--- src/rtl/vid_pkg.sv ---
// vid_pkg: shared types and bar colours for the video timing generator
package vid_pkg;

    typedef enum logic [1:0] {PAT_BARS, PAT_RAMP, PAT_CHECK, PAT_WHITE} pattern_e;

    typedef enum logic [1:0] {S_IDLE, S_RUN, S_DRAIN} state_e;

    // Index 0 is the leftmost bar
    localparam logic [7:0][23:0] BAR_COLORS = {
        24'h000000, 24'h0000FF, 24'hFF0000, 24'hFF00FF,
        24'h00FF00, 24'h00FFFF, 24'hFFFF00, 24'hFFFFFF
    };

endpackage

--- src/rtl/vid_pattern_gen.sv ---
// vid_pattern_gen: combinational test-pattern pixel source, black outside the active area
module vid_pattern_gen
    import vid_pkg::*;
#(
    parameter int COLORDEPTH = 8,
    parameter int HW         = 10,
    parameter int VW         = 10,
    parameter int H_ACTIVE   = 640,
    parameter int V_ACTIVE   = 480
) (
    input  logic [1:0]              pattern,
    input  logic [HW-1:0]           hcnt,
    input  logic [VW-1:0]           vcnt,
    input  logic [2:0]              bar_idx,
    output logic [3*COLORDEPTH-1:0] rgb
);

    logic                  dv;
    logic [COLORDEPTH-1:0] grey;

    assign dv   = hcnt < HW'(H_ACTIVE) && vcnt < VW'(V_ACTIVE);
    assign grey = COLORDEPTH'(hcnt);

    // Bar channels are either off or full scale, so one bit per channel suffices
    always_comb
        rgb = !dv                      ? '0 :
              pattern == 2'(PAT_BARS)  ? {{COLORDEPTH{BAR_COLORS[bar_idx][23]}},
                                          {COLORDEPTH{BAR_COLORS[bar_idx][15]}},
                                          {COLORDEPTH{BAR_COLORS[bar_idx][7]}}} :
              pattern == 2'(PAT_RAMP)  ? {3{grey}} :
              pattern == 2'(PAT_CHECK) ? {3*COLORDEPTH{~(hcnt[3] ^ vcnt[3])}} : '1;

endmodule

--- src/rtl/vid_timing_gen.sv ---
// vid_timing_gen: raster timing generator with registered sync/valid outputs and test patterns
module vid_timing_gen
    import vid_pkg::*;
#(
    parameter int COLORDEPTH = 8,
    parameter int H_ACTIVE   = 640,
    parameter int H_FP       = 16,
    parameter int H_SYNC     = 96,
    parameter int H_BP       = 48,
    parameter int V_ACTIVE   = 480,
    parameter int V_FP       = 10,
    parameter int V_SYNC     = 2,
    parameter int V_BP       = 33
) (
    input  logic                    clk,
    input  logic                    rst,
    input  logic                    en_i,
    input  logic [1:0]              pattern_sel_i,
    output logic [3*COLORDEPTH-1:0] rgb_o,
    output logic                    dv_o,
    output logic                    hs_o,
    output logic                    vs_o,
    output logic                    line_end_o
);

    localparam int H_TOTAL = H_ACTIVE + H_FP + H_SYNC + H_BP;
    localparam int V_TOTAL = V_ACTIVE + V_FP + V_SYNC + V_BP;
    // Counters keep at least 4 bits so the checkerboard can always use bit 3
    localparam int HW      = $clog2(H_TOTAL) < 4 ? 4 : $clog2(H_TOTAL);
    localparam int VW      = $clog2(V_TOTAL) < 4 ? 4 : $clog2(V_TOTAL);
    localparam int BAR_W   = H_ACTIVE / 8;
    localparam int BW      = BAR_W > 1 ? $clog2(BAR_W) : 1;

    state_e                  state, state_n;
    logic [1:0]              pat_q, pat;
    logic [HW-1:0]           hcnt;
    logic [VW-1:0]           vcnt;
    logic [BW-1:0]           bar_cnt;
    logic [2:0]              bar_idx;
    logic [3*COLORDEPTH-1:0] rgb;
    logic                    h_last, v_last, bar_last, run, dv, hs, vs;

    assign h_last   = hcnt == HW'(H_TOTAL - 1);
    assign v_last   = vcnt == VW'(V_TOTAL - 1);
    assign bar_last = bar_cnt == BW'(BAR_W - 1);
    assign run      = state != S_IDLE;
    assign dv       = hcnt < HW'(H_ACTIVE) && vcnt < VW'(V_ACTIVE);
    assign hs       = hcnt >= HW'(H_ACTIVE + H_FP) && hcnt < HW'(H_ACTIVE + H_FP + H_SYNC);
    assign vs       = vcnt >= VW'(V_ACTIVE + V_FP) && vcnt < VW'(V_ACTIVE + V_FP + V_SYNC);
    // The pattern input only matters at the top-left pixel; elsewhere the frame's latched value is used
    assign pat      = (hcnt == '0 && vcnt == '0) ? pattern_sel_i : pat_q;

    always_comb
        state_n = state == S_IDLE ? (en_i ? S_RUN : S_IDLE) :
                  en_i            ? S_RUN :
                  h_last && v_last ? S_IDLE : S_DRAIN;

    always_ff @(posedge clk or posedge rst)
        if (rst)
            state <= S_IDLE;
        else
            state <= state_n;

    always_ff @(posedge clk or posedge rst)
        if (rst) begin
            hcnt    <= '0;
            vcnt    <= '0;
            bar_cnt <= '0;
            bar_idx <= '0;
            pat_q   <= 2'(PAT_BARS);
        end else begin
            pat_q <= pat;
            if (run) begin
                hcnt    <= h_last ? '0 : hcnt + 1'b1;
                vcnt    <= !h_last ? vcnt : v_last ? '0 : vcnt + 1'b1;
                bar_cnt <= (h_last || bar_last) ? '0 : bar_cnt + 1'b1;
                bar_idx <= h_last ? '0 : bar_last ? bar_idx + 3'd1 : bar_idx;
            end
        end

    always_ff @(posedge clk or posedge rst)
        if (rst) begin
            rgb_o      <= '0;
            dv_o       <= 1'b0;
            hs_o       <= 1'b0;
            vs_o       <= 1'b0;
            line_end_o <= 1'b0;
        end else begin
            rgb_o      <= run ? rgb : '0;
            dv_o       <= run && dv;
            hs_o       <= run && hs;
            vs_o       <= run && vs;
            line_end_o <= run && dv && hcnt == HW'(H_ACTIVE - 1);
        end

    vid_pattern_gen #(
        .COLORDEPTH(COLORDEPTH),
        .HW        (HW),
        .VW        (VW),
        .H_ACTIVE  (H_ACTIVE),
        .V_ACTIVE  (V_ACTIVE)
    ) u_pattern (
        .pattern(pat),
        .hcnt   (hcnt),
        .vcnt   (vcnt),
        .bar_idx(bar_idx),
        .rgb    (rgb)
    );

endmodule

--- config.mk ---
export PLATFORM = sky130hd
export DESIGN_NAME = vid_timing_gen
export DESIGN_NICKNAME = d
export VERILOG_FILES = /design/src/rtl/vid_pkg.sv /design/src/rtl/vid_pattern_gen.sv /design/src/rtl/vid_timing_gen.sv
export SDC_FILE = /design/constraint.sdc
export NUM_CORES = 1
export LEC_CHECK = 0
export CAP_MARGIN = 20
export CORE_UTILIZATION = 40
export CTS_BUF_LIST = sky130_fd_sc_hd__clkbuf_4 sky130_fd_sc_hd__clkbuf_8
export DETAILED_ROUTE_END_ITERATION = 8
export PLACE_DENSITY_LB_ADDON = 0.1
export SETUP_SLACK_MARGIN = 0.4
export SLEW_MARGIN = 30
export SYNTH_ARGS = -nofsm -noshare
export SYNTH_HDL_FRONTEND = slang
export SYNTH_SLANG_ARGS = --single-unit
--- constraint.sdc ---
create_clock -name clk -period 7.1 [get_ports clk]
set_clock_uncertainty 0.1 [all_clocks]
set_input_delay 1.065 -clock clk [delete_from_list [all_inputs] [get_ports clk]]
set_output_delay 1.065 -clock clk [all_outputs]
set_load 0.05 [all_outputs]
# == Yosys cells after proc, flatten, opt, wreduce, memory -nomap -nowiden ==
# Memories as Yosys holds them, arrays and structs flattened.
# Index checks and enable logic that the tools add are counted.
# op_classes
order_cmp,7
bitwise,2
reduce_logical,18
muxes,16
add_sub_neg,4
n_eq_ne,6
# ops
cell,n
2-to-1 mux 24 bit,6
equality test 10 bit (second input constant),3
adder 10 x 1 -> 10 bit (second input constant),2
logical NOT 10 bit,2
< comparator 10 bit (second input constant),2
< comparator 10 x 9 -> 1 bit (second input constant),2
2-to-1 mux 10 bit,2
>= comparator 10 bit (second input constant),1
>= comparator 10 x 9 -> 1 bit (second input constant),1
logical AND 1 bit,9
2-to-1 mux 2 bit,4
adder 7 x 1 -> 7 bit (second input constant),1
equality test 7 bit (second input constant),1
2-to-1 mux 7 bit,1
2-to-1 mux 3 bit,2
logical NOT 2 bit,2
< comparator 3 x 4 -> 1 bit (second input constant),1
AND reduction 2 bit,2
nonzero test 2 bit,2
adder 3 x 1 -> 3 bit (second input constant),1
equality test 2 x 1 -> 1 bit (second input constant),1
equality test 2 bit (second input constant),1
logical OR 1 bit,1
2-to-1 mux 1 bit,1
2 further kinds,2
# word_totals
out_inout_bits,28
regBits,62
mem_bits_ro,192
memories,1
# mem_list
name,words,word_bits,read_ports,rd_ports_with_merged_regs,write_ports,line,source
(no name shown),8,24,1,0,0,vid_pattern_gen.sv:27,"pattern == 2'(PAT_BARS) ? {{COLORDEPTH{BAR_COLORS[bar_idx][23]}},"

# == Depth between registers and ports, before layout ==
# depth
ltp_word,9
ltp_mapped,8
depth_no_buf,7

# == By module ==
# A second synthesis with hierarchy kept.
# unflattened
hier_cells,279
hier_area_um2,3069.2
# modules_own_cells
module,area_each_um2,seq_area_each_um2,cells_each,instances
vid_timing_gen,2690.1,1551.5,241,1
vid_pattern_gen,379.1,0.0,38,1

# == Worst setup path after synthesis ==
# OpenSTA, ideal clock, no wires.
# synth_timing
path_kind,reg-to-reg
startpoint,reg hcnt[0]
endpoint,reg rgb_o[0]
setup_ps,141
synth_period_minus_slack_ps,2312
stages_incl_launch_ff,9
required_ps,6859
path_buffers,1
arrival_time_ps,2071
slack_ps,4788
path_cell_list,dfrtp_1 inv_1 ha_1 or4b_1 or3_1 o21a_1 o21ai_2 buf_6 a311oi_1
# synth_via
elab_chain_len,9
# synth_rtl
item,line,source
from (decl),vid_timing_gen.sv:36,logic [HW-1:0] hcnt;
from (signal assigned),vid_timing_gen.sv:74,hcnt <= h_last ? '0 : hcnt + 1'b1;
logical NOT 10 bit,vid_timing_gen.sv:51,assign pat = (hcnt == '0 && vcnt == '0) ? pattern_sel_i : pat_q;
logical AND 1 bit,vid_timing_gen.sv:51,
2-to-1 mux 2 bit,vid_timing_gen.sv:51,
equality test 2 bit,vid_pattern_gen.sv:31,pattern == 2'(PAT_CHECK) ? {3*COLORDEPTH{~(hcnt[3] ^ vcnt[3])}} : '1;
2-to-1 mux 24 bit,vid_pattern_gen.sv:31,
2-to-1 mux 24 bit,vid_pattern_gen.sv:30,pattern == 2'(PAT_RAMP) ? {3{grey}} :
2-to-1 mux 24 bit,vid_pattern_gen.sv:27,
2-to-1 mux 24 bit (*),vid_pattern_gen.sv:26,rgb = !dv ? '0 :
2-to-1 mux 24 bit (*),vid_timing_gen.sv:89,rgb_o <= run ? rgb : '0;
to (signal assigned),vid_timing_gen.sv:89,
to (decl),vid_timing_gen.sv:19,"output logic [3*COLORDEPTH-1:0] rgb_o,"
# Mark *: on every way between the ends. The rest lies on a longest branch, timed or not.
# A chain may end at the register's enable or synchronous reset.

# == Worst setup path after layout ==
# layout_timing
startpoint,reg hcnt[5]
endpoint,reg rgb_o[2]
# Same word-level chain as after synthesis.

==> impl_results.md <==
- Register-to-Register Path Depth: 5
- Grt met3 use: 0.03110
- Status: finished clean
- Sequential area share after synthesis: 0.5274
- Core box area: 6944 µm²
- Number of post-CTS setup repair buffers: 0
- Number of vias per cell: 5.533
- Site Rows: 30
- Util after Layout: 0.5085
- Tmin final: 2955 ps
- Slew @ Worst Pin: 836.4 ps
- Die height: between 80 and 90 µm
- Total Wirelength: 6130 µm
- Met2 Use GR: 0.2727
- Fmax: approximately 0.34 GHz
- DP HPWL: between 4000 and 5000 µm
- RSZ-0062 raised after global routing: no
- Min-Delay Path Depth: 1
- Tcrit/Tclk final: 0.4162
- Worst-Skew Late Latency: ~340 ps
- Clock Tree Buf Depth: 2
- WP data arrival: 3030 ps
- Routability cong.: roughly 0.78
- Final hold violation count: 0
- Maximum VDD drop: 143.1 µV
- Number of nets in the layout: 318
- Initial Util: 0.4236
- # setup viols final: 0
- MaxCap Viol Count: 0
- Number of flops mapped to enable cells by yosys: 0
- Io pins: 33
- Post-synthesis average cell area: about 11 µm²
- Die ar.: between 7000 and 8000 µm²
- Main synth FF type: dfrtp_1
- Congestion Overflow GR: 0
- Cell Pwr Density: 452.6 nW/µm²
- Drt drc: 0
- Setup Total Neg Slack: 0 ps
- CTS Buf Count: 9
- Synth warnings: 0
- ANT cells: 0
- Post-DRT Antenna Nets: 0
- Post-cts gate resize count: 0
- Worst hold slack: 409.2 ps
- Largest net degree at the start of global routing: 63
- Crit start category: flip-flop
- All-Layer GR Usage: 0.1738
- Root Driver: clkbuf_8
- CP Data Required Time: slightly above 7000 ps
- Reg clk slew, reported paths: ~70 ps
- TritonCTS clock tree: built
- DR WL/cell: 15.06 µm
- Overall power: 1.598 mW
- Vias in the first global route: 2026
- H-tree Lvls: 3
- Seq cells post-synth: 62
- Layout cells sized above 1: 0.09968
- Number of library cell types mapped by synthesis: 46
- Post-CTS Hold Buffers: 0
- Clk sinks: 62
- Crit Path Class: flip-flop to flip-flop
- Slew Limit Headroom: 0.4423
- Max Slew Vio Count: 0
- Via count: 2252
- Crit Path Max Fanout: 21
- Met1 Use GR: 0.2340
- Post-Syn Instances: between 200 and 300
- Initial DRC count: between 100 and 150
- Die width: 87.76 µm
- Most Crowded Layer GR: met2
- Antenna violations before repair: 0
- Async S/R FF share, synth: 1.000
- Leakage: 1.455 nW
- Worst Hold Class: flip-flop to flip-flop
- First-pass detailed-route iteration total: 4
- Syn_nets: about 290
- Wire length of the first global-routing pass: 10090 µm
- Area growth syn-to-layout: 20.03%
- Port bufs: 32
- Syn Std Cell Area: between 2000 and 3000 µm²
- CP Capture Type: flip-flop
==> kinds of logic (layout without fill, tap and decap cells) <==
logic type,Yosys count,count (layout),synth area share
XOR/XNOR,15,15,0.04466
adder cells (fa/ha/maj),6,6,0.02552
buffers and inverters,30,63,0.04934
multiplexers,2,2,0.01106
flip-flops,62,62,0.5274
AND/OR/NAND/NOR,92,92,0.1761
AO/OA/AOI/OAI,71,71,0.1659
==> layout by cell type, fill, tap and decap left out, types with 3 or more instances in the layout <==
| cell type | count |
|---|---|
| nand4_1 | 9 |
| or3_1 | 5 |
| nand2_1 | 21 |
| o21ai_0 | 18 |
| a311oi_1 | 22 |
| nor2_1 | 11 |
| xor2_1 | 6 |
| nand3b_1 | 3 |
| o31ai_1 | 4 |
| dfrtp_1 | 62 |
| clkbuf_8 | 11 |
| nand3_1 | 14 |
| ha_1 | 6 |
| and3_1 | 3 |
| nor3_1 | 5 |
| xnor2_1 | 9 |
| a31oi_1 | 3 |
| a211oi_1 | 3 |
| clkdlybuf4s50_1 | 32 |
| inv_1 | 13 |
| or2_2 | 4 |
| or4_1 | 3 |
| a21oi_1 | 12 |
==> per-layer routing <==
layer | vias up | wire, µm
met4 | 0 | 90
met3 | 9 | 269
li1 | 1081 | -
met1 | 1108 | 2839
met5 | - | 0
met2 | 54 | 2930
==> critical path: stages (launching register included) <==
cell      delay, ps
dfrtp_1         500
or4_1           630
or3_1           410
o21a_1          240
o21ai_2         690
a311oi_1        230
==> cell type report <==
class                      instances  area [µm²]
fill                             641        3413
timing repair buffer              34       335.3
inverter                          14       52.55
clock inverter                     4       70.07
multi-input combinational        186        1250
tap                               96       120.1
clock buffer                      11       151.4
sequential                        62        1551
==> report_power, final <==
part	switching, mW	leakage (nW)	internal, mW
clock	0.132	0.115	0.214
combinational	0.478	0.557	0.234
sequential	0.0764	0.783	0.465
total	0.686	1.45	0.912
==> per-stage QoR <==
step	cell area [µm²]	std cells	setup slack, ps
final	3531	407	4145
after global routing	3531	407	3996
after CTS	3526	407	4171
after detailed placement	3304	392	4181
after global placement	3304	392	4261
after floorplan	2942	278	4394
==> synthesized netlist by cell type, types with 5 or more instances <==
cell      instances  share of area
dfrtp_1          62           0.53
a311oi_1         22          0.066
nand2_1          21          0.027
o21ai_0          18          0.031
nand3_1          15          0.026
inv_1            14          0.018
a21oi_1          12          0.020
nor2_1           11          0.014
clkbuf_1          9          0.011
nand4_1           9          0.019
xnor2_1           9          0.027
ha_1              6          0.026
xor2_1            6          0.018
nor3_1            5         0.0085
or3_1             5          0.011
==> flip-flops by register name (all words and copies together) (netlist names) <==
name        count
vs_o            1
line_end_o      1
state           2
bar_idx         3
vcnt           10
hs_o            1
dv_o            1
rgb_o          24
bar_cnt         7
pat_q           2
hcnt           10
==> path summary, 6_finish.rpt <==
kind	from	to	slack [ps]
setup / recovery	hcnt[5]	rgb_o[2]	4150
min in group asynchronous	rst	rgb_o[2]	1150
setup reg to reg	hcnt[5]	rgb_o[2]	4150
hold reg to reg	vcnt[8]	vcnt[8]	410
max in group asynchronous	rst	vcnt[6]	5210
hold / removal	vcnt[8]	vcnt[8]	410
No activity file was read; power rests on OpenSTA's default activity.
==> edit 1, RTL diff (same flow settings) <==
`H_ACTIVE` is set to 640 in 2 places; all go to 2560.
--- a/src/rtl/vid_pattern_gen.sv
+++ b/src/rtl/vid_pattern_gen.sv
@@ -5,7 +5,7 @@
     parameter int COLORDEPTH = 8,
     parameter int HW         = 10,
     parameter int VW         = 10,
-    parameter int H_ACTIVE   = 640,
+    parameter int H_ACTIVE   = 2560,
     parameter int V_ACTIVE   = 480
 ) (
     input  logic [1:0]              pattern,
--- a/src/rtl/vid_timing_gen.sv
+++ b/src/rtl/vid_timing_gen.sv
@@ -3,7 +3,7 @@
     import vid_pkg::*;
 #(
     parameter int COLORDEPTH = 8,
-    parameter int H_ACTIVE   = 640,
+    parameter int H_ACTIVE   = 2560,
     parameter int H_FP       = 16,
     parameter int H_SYNC     = 96,
     parameter int H_BP       = 48,
Function: no difference found for any inputs over 10 cycles, from zero or initial values and one cycle with rst high; that may be too few to reach the edited logic, so the function may still have changed.
==> edit 1 against the unedited design <==
  * Setup slack better by 140 ps
  * Cell area is 6.8% higher
  * Sequential cell count is 4 higher
  * Area after synthesis rose by 5.1%
  * Power grew 6.3%
  * Synthesized cell count grew 4.7%
  * Routed wire length up 4.0%
  * Via count is the same
  * Critical endpoint is now rgb_o[14]$_DFF_PP0_
  * Largest cell class unchanged
==> edit 1: results (changes against the unedited design) <==
Parameter                              Value

Outcome
  Outcome ... finished clean

Routing
  Sum of routed wire length over all layers ... 6380 um (+4.0%)
  Wire length on met3 ... 194 um (-28%)
  Met2 wire len ... 2840 um (-3.1%)
  Met1 wire length ... 3270 um (+15%)
  First DRT Iteration DRCs ... 90 (-22%)

Power and ir drop
  Maximum vdd ir drop ... 0.144 mV (+0.74%)
  Sw Ratio ... 40.8% (-2.1 points)
  Static leakage ... 1.60 nW (+9.9%)

Synthesis
  Cells taking the most area after synthesis ... dfrtp_1 (53%), a311oi_1 (5.9%), nand2_1 (3.4%), xnor2_1 (3.4%), xor2_1 (3.1%)
  Top cells by instance count after synthesis ... dfrtp_1 (66), nand2_1 (28), nor2_1 (23)
  Unique cell type count in the Yosys netlist ... 45 (-2.2%)
  Sequential fraction of the synthesis area ... 53.4% (+0.65 points)
  Synthesized Nets ... 302 (+4.5%)
  Mean Syn Cell Area ... 10.6 um2 (+0.45%)

Finish
  Largest registers in the final layout ... rgb_o (24), hcnt (12), vcnt (10)
  Fraction of final layout cells with drive strength greater than 1 ... 10.3% (+0.37 points)
  Fillers ... 677 (+5.6%)
  Non-Filler Instances ... 428 (+5.2%)

Global routing
  Met1 GRT Util ... 23.8% (+0.43 points)
  Wire length of the first global-routing pass ... 11000 um (+9.4%)
  Global-route total usage across every layer ... 17.4% (+0.038 points)
  Maximum number of pins on one net before global-route repair ... 67 (+6.3%)
  Met2 track demand over resource in global routing ... 26.7% (-0.54 points)

Critical path
  Last element of the critical path ... rgb_o[14]$_DFF_PP0_
  Endpoint arrival time on the critical path ... 2940 ps (-90 ps)
  Setup slack of the worst register-to-register path ... 4290 ps (+140 ps)
  R2r startpoint ... hcnt[0]$_DFFE_PP0P_
  Gate family responsible for the most delay along the worst path ... simple AND/OR/NAND/NOR gates
  Library cell contributing the largest single delay on the critical path ... or4_4
  R2R depth ... 7 (+2)
  Kind of critical path ... reg -> reg

Placed design
  Count of placed standard cells including taps ... 412 (+5.1%)
  Placed cell area ... 0.00350 mm2 (+5.8%)
  Routability Congestion ... 0.806 (+3.7%)
  DP Wirelength ... 4370 um (+6.1%)

Clock tree
  Number of H-tree levels ... 3 (unchanged)
## edit 1: cell types whose count changed after synthesis, moves of 4 or more
cell / change
a21oi_1: -5
dfrtp_1: +4
nand2_1: +7
nand3_1: -6
nor2_1: +12
nor4_1: +4
o21ai_0: -12
xor2_1: +5
## edit 1: power groups by stage
stage	Combinational, mW	Sequential, mW	Clock, mW
4_1_cts	0.721	0.558	0.434
3_5_place_dp	0.720	0.565	0
3_3_place_gp	0.715	0.565	0
2_1_floorplan	0.294	0.793	0
5_1_grt	0.760	0.575	0.454
6_report	0.717	0.557	0.424
## edit 1: through the flow
step | hold slack (ps) | worst slack [ps]
after floorplan | 358 | 4280
after global placement | 388 | 4300
after detailed placement | 380 | 4290
after CTS | 396 | 4300
after global routing | 405 | 4110
final | 396 | 4290
## edit 1: cells by family after synthesis
kind of cell | after synthesis | share of synthesized area, %
and+or+nand+nor | 106 | 18.7
DFF | 66 | 53.4
AOI/OAI and AO/OA | 58 | 14.0
buffers and inverters | 30 | 4.33
xor gates and xnor gates | 23 | 6.51
adders and majority gates | 6 | 2.43
muxes | 2 | 0.647
## edit 1: worst min-delay path by stage
| stage | end | slack (ps) |
|---|---|---|
| floorplan | vcnt[8]$_DFFE_PP0P_ | 360 |
| global placement | vcnt[7]$_DFFE_PP0P_ | 390 |
| detailed placement | vcnt[8]$_DFFE_PP0P_ | 380 |
| CTS | vcnt[8]$_DFFE_PP0P_ | 400 |
| global route | vcnt[8]$_DFFE_PP0P_ | 400 |
| finish | vcnt[8]$_DFFE_PP0P_ | 400 |
## edit 1: area by class of cell
type	count	area (um2)	area share, %
inverters	15	56.3	1.49
multi-input cells	195	1310	34.7
repair buffers	37	358	9.49
clock inverters	6	138	3.65
flip-flops and latches	66	1650	43.8
well taps	99	124	3.28
clock buffers	10	138	3.65
==> edit 2, RTL diff (same flow settings) <==
Made on the original files. Re-encode `state_e` (3 states) as one-hot, 3 bits wide.
--- a/src/rtl/vid_pkg.sv
+++ b/src/rtl/vid_pkg.sv
@@ -3,7 +3,7 @@
 
     typedef enum logic [1:0] {PAT_BARS, PAT_RAMP, PAT_CHECK, PAT_WHITE} pattern_e;
 
-    typedef enum logic [1:0] {S_IDLE, S_RUN, S_DRAIN} state_e;
+    typedef enum logic [2:0] {S_IDLE = 3'b001, S_RUN = 3'b010, S_DRAIN = 3'b100} state_e;
 
     // Index 0 is the leftmost bar
     localparam logic [7:0][23:0] BAR_COLORS = {
Check against the original RTL: no difference found for any inputs over 10 cycles, from zero or initial values and one cycle with rst high; not proved beyond that.
==> edit 2 against the unedited design <==
  * Cell area up 2.2%
  * Setup slack gained 250 ps
  * First-iteration DRC count rose by 34%
  * Fmax rose by 9.1%
  * Clock power fell by 8.1%
  * Area after synthesis is 1.5% higher
  * Critical path depth is 2 higher
  * Power shrank 3.3%
  * Sequential cell count is 1 higher
  * Cell count increased by 2.7%
  * Die area up 1.5%
  * Routed wire length is 0.23% higher
  * Worst hold slack got worse by 1.2 ps
  * Critical endpoint is now rgb_o[14]$_DFF_PP0_
  * Largest cell class unchanged
==> edit 2: results (changes against the unedited design) <==
Parameter                              Value

Finish
  Fraction of final layout cells with drive strength greater than 1 ... 11.0% (+1.0 points)
  Nets ... 325 (+2.2%)
  Fillers ... 671 (+4.7%)

Placed design
  DP Wirelength ... 4280 um (+3.8%)
  Routability Congestion ... 0.772 (-0.58%)
  Place WS ... 4340 ps (+156 ps)
  Placed cell area ... 0.00339 mm2 (+2.6%)

Routing
  Average wire length per cell after detail routing ... 14.7 um (-2.4%)
  Overall via count from detail_route ... 2279 (+1.2%)
  First DRT Iteration DRCs ... 155 (+34%)

Critical path
  First element of the critical path ... hcnt[0]$_DFFE_PP0P_
  Endpoint arrival time on the critical path ... 2830 ps (-200 ps)
  R2R depth ... 7 (+2)
  Last element of the critical path ... rgb_o[14]$_DFF_PP0_
  Setup slack of the worst register-to-register path ... 4390 ps (+250 ps)

Power and ir drop
  Static leakage ... 1.46 nW (about the same)
  Maximum vdd ir drop ... 0.140 mV (-1.9%)
  Portion of total power attributed to sequential cells ... 35.8% (+2.0 points)
  Power in the clock group ... 0.317 mW (-8.1%)

Clock tree
  Number of buffers inserted to repair setup after CTS ... 0 (unchanged)
  Cell chosen for the clock root ... clkbuf_8

STA
  Highest clock rate ... 0.369 GHz (+9.1%)
  Max-Slew Margin vs Limit ... 42.7% (-1.5 points)
  Final slew viol count ... 0 (unchanged)

Synthesis
  Synthesized Nets ... 295 (+2.1%)
  Cells taking the most area after synthesis ... dfrtp_1 (52%), a311oi_1 (6.5%), nand2_1 (2.9%), o21ai_0 (2.8%), xor2_1 (2.6%)
  Sequential fraction of the synthesis area ... 52.8% (+0.11 points)
  Top cells by instance count after synthesis ... dfrtp_1 (62), nand2_1 (23), a311oi_1 (22)
  Unique cell type count in the Yosys netlist ... 50 (+8.7%)

Outcome
  Outcome ... finished clean

Global routing
  Met3 Use GR ... 3.08% (-0.032 points)
  Maximum number of pins on one net before global-route repair ... 64 (+1.6%)
  Global-route total usage across every layer ... 18.0% (+0.63 points)
  Wire length of the first global-routing pass ... 10600 um (+4.9%)
  Number of global-route vias before repair ... 2220 (+9.6%)

Hold path
  Terminating pin of the worst hold path ... vcnt[7]$_DFFE_PP0P_
  Startpoint of the lowest-slack hold path ... vcnt[7]$_DFFE_PP0P_
==> edit 2: final cells by class <==
type | count | area (um2) | share of cell area [%]
sequential | 63 | 1580 | 43.7
multi-input combinational | 194 | 1310 | 36.4
timing repair buffer | 35 | 343 | 9.50
clock buffer | 11 | 151 | 4.20
tap | 99 | 124 | 3.43
clock inverter | 5 | 56.3 | 1.56
inverter | 11 | 41.3 | 1.14
==> edit 2: metal layers <==
| metal | up-vias | share of wire (%) | routed length (um) |
|---|---|---|---|
| met1 | 1093 | 46 | 2810 |
| li1 | 1112 | - | - |
| met5 | - | 0 | 0 |
| met2 | 59 | 47 | 2890 |
| met4 | 0 | 2.7 | 165 |
| met3 | 15 | 4.6 | 282 |
==> edit 2: logic make-up (layout without fill, tap and decap cells) <==
| logic type | after synthesis | after routing | share of synthesized area, % |
|---|---|---|---|
| AO/OA/AOI/OAI | 67 | 67 | 15.5 |
| XOR/XNOR | 15 | 15 | 4.40 |
| adder cells (fa/ha/maj) | 6 | 6 | 2.51 |
| buffers and inverters | 27 | 62 | 3.81 |
| flip-flops | 63 | 63 | 52.9 |
| multiplexers | 1 | 1 | 0.335 |
| AND/OR/NAND/NOR | 105 | 105 | 20.6 |
==> edit 2: worst max-delay path: stages (launching register included) <==
cell	delay (ps)
dfrtp_1	440
inv_1	80
ha_1	160
or4b_1	470
nor3_1	310
nand3_2	220
a21o_1	440
a311oi_1	360
==> edit 2: stage by stage <==
step | power, mW | std cells | hold slack, ps
floorplan | 1.04 | 284 | 358
CTS | 1.56 | 418 | 404
finish | 1.55 | 418 | 408
detailed placement | 1.23 | 402 | 392
global placement | 1.23 | 402 | 381
global route | 1.65 | 418 | 444
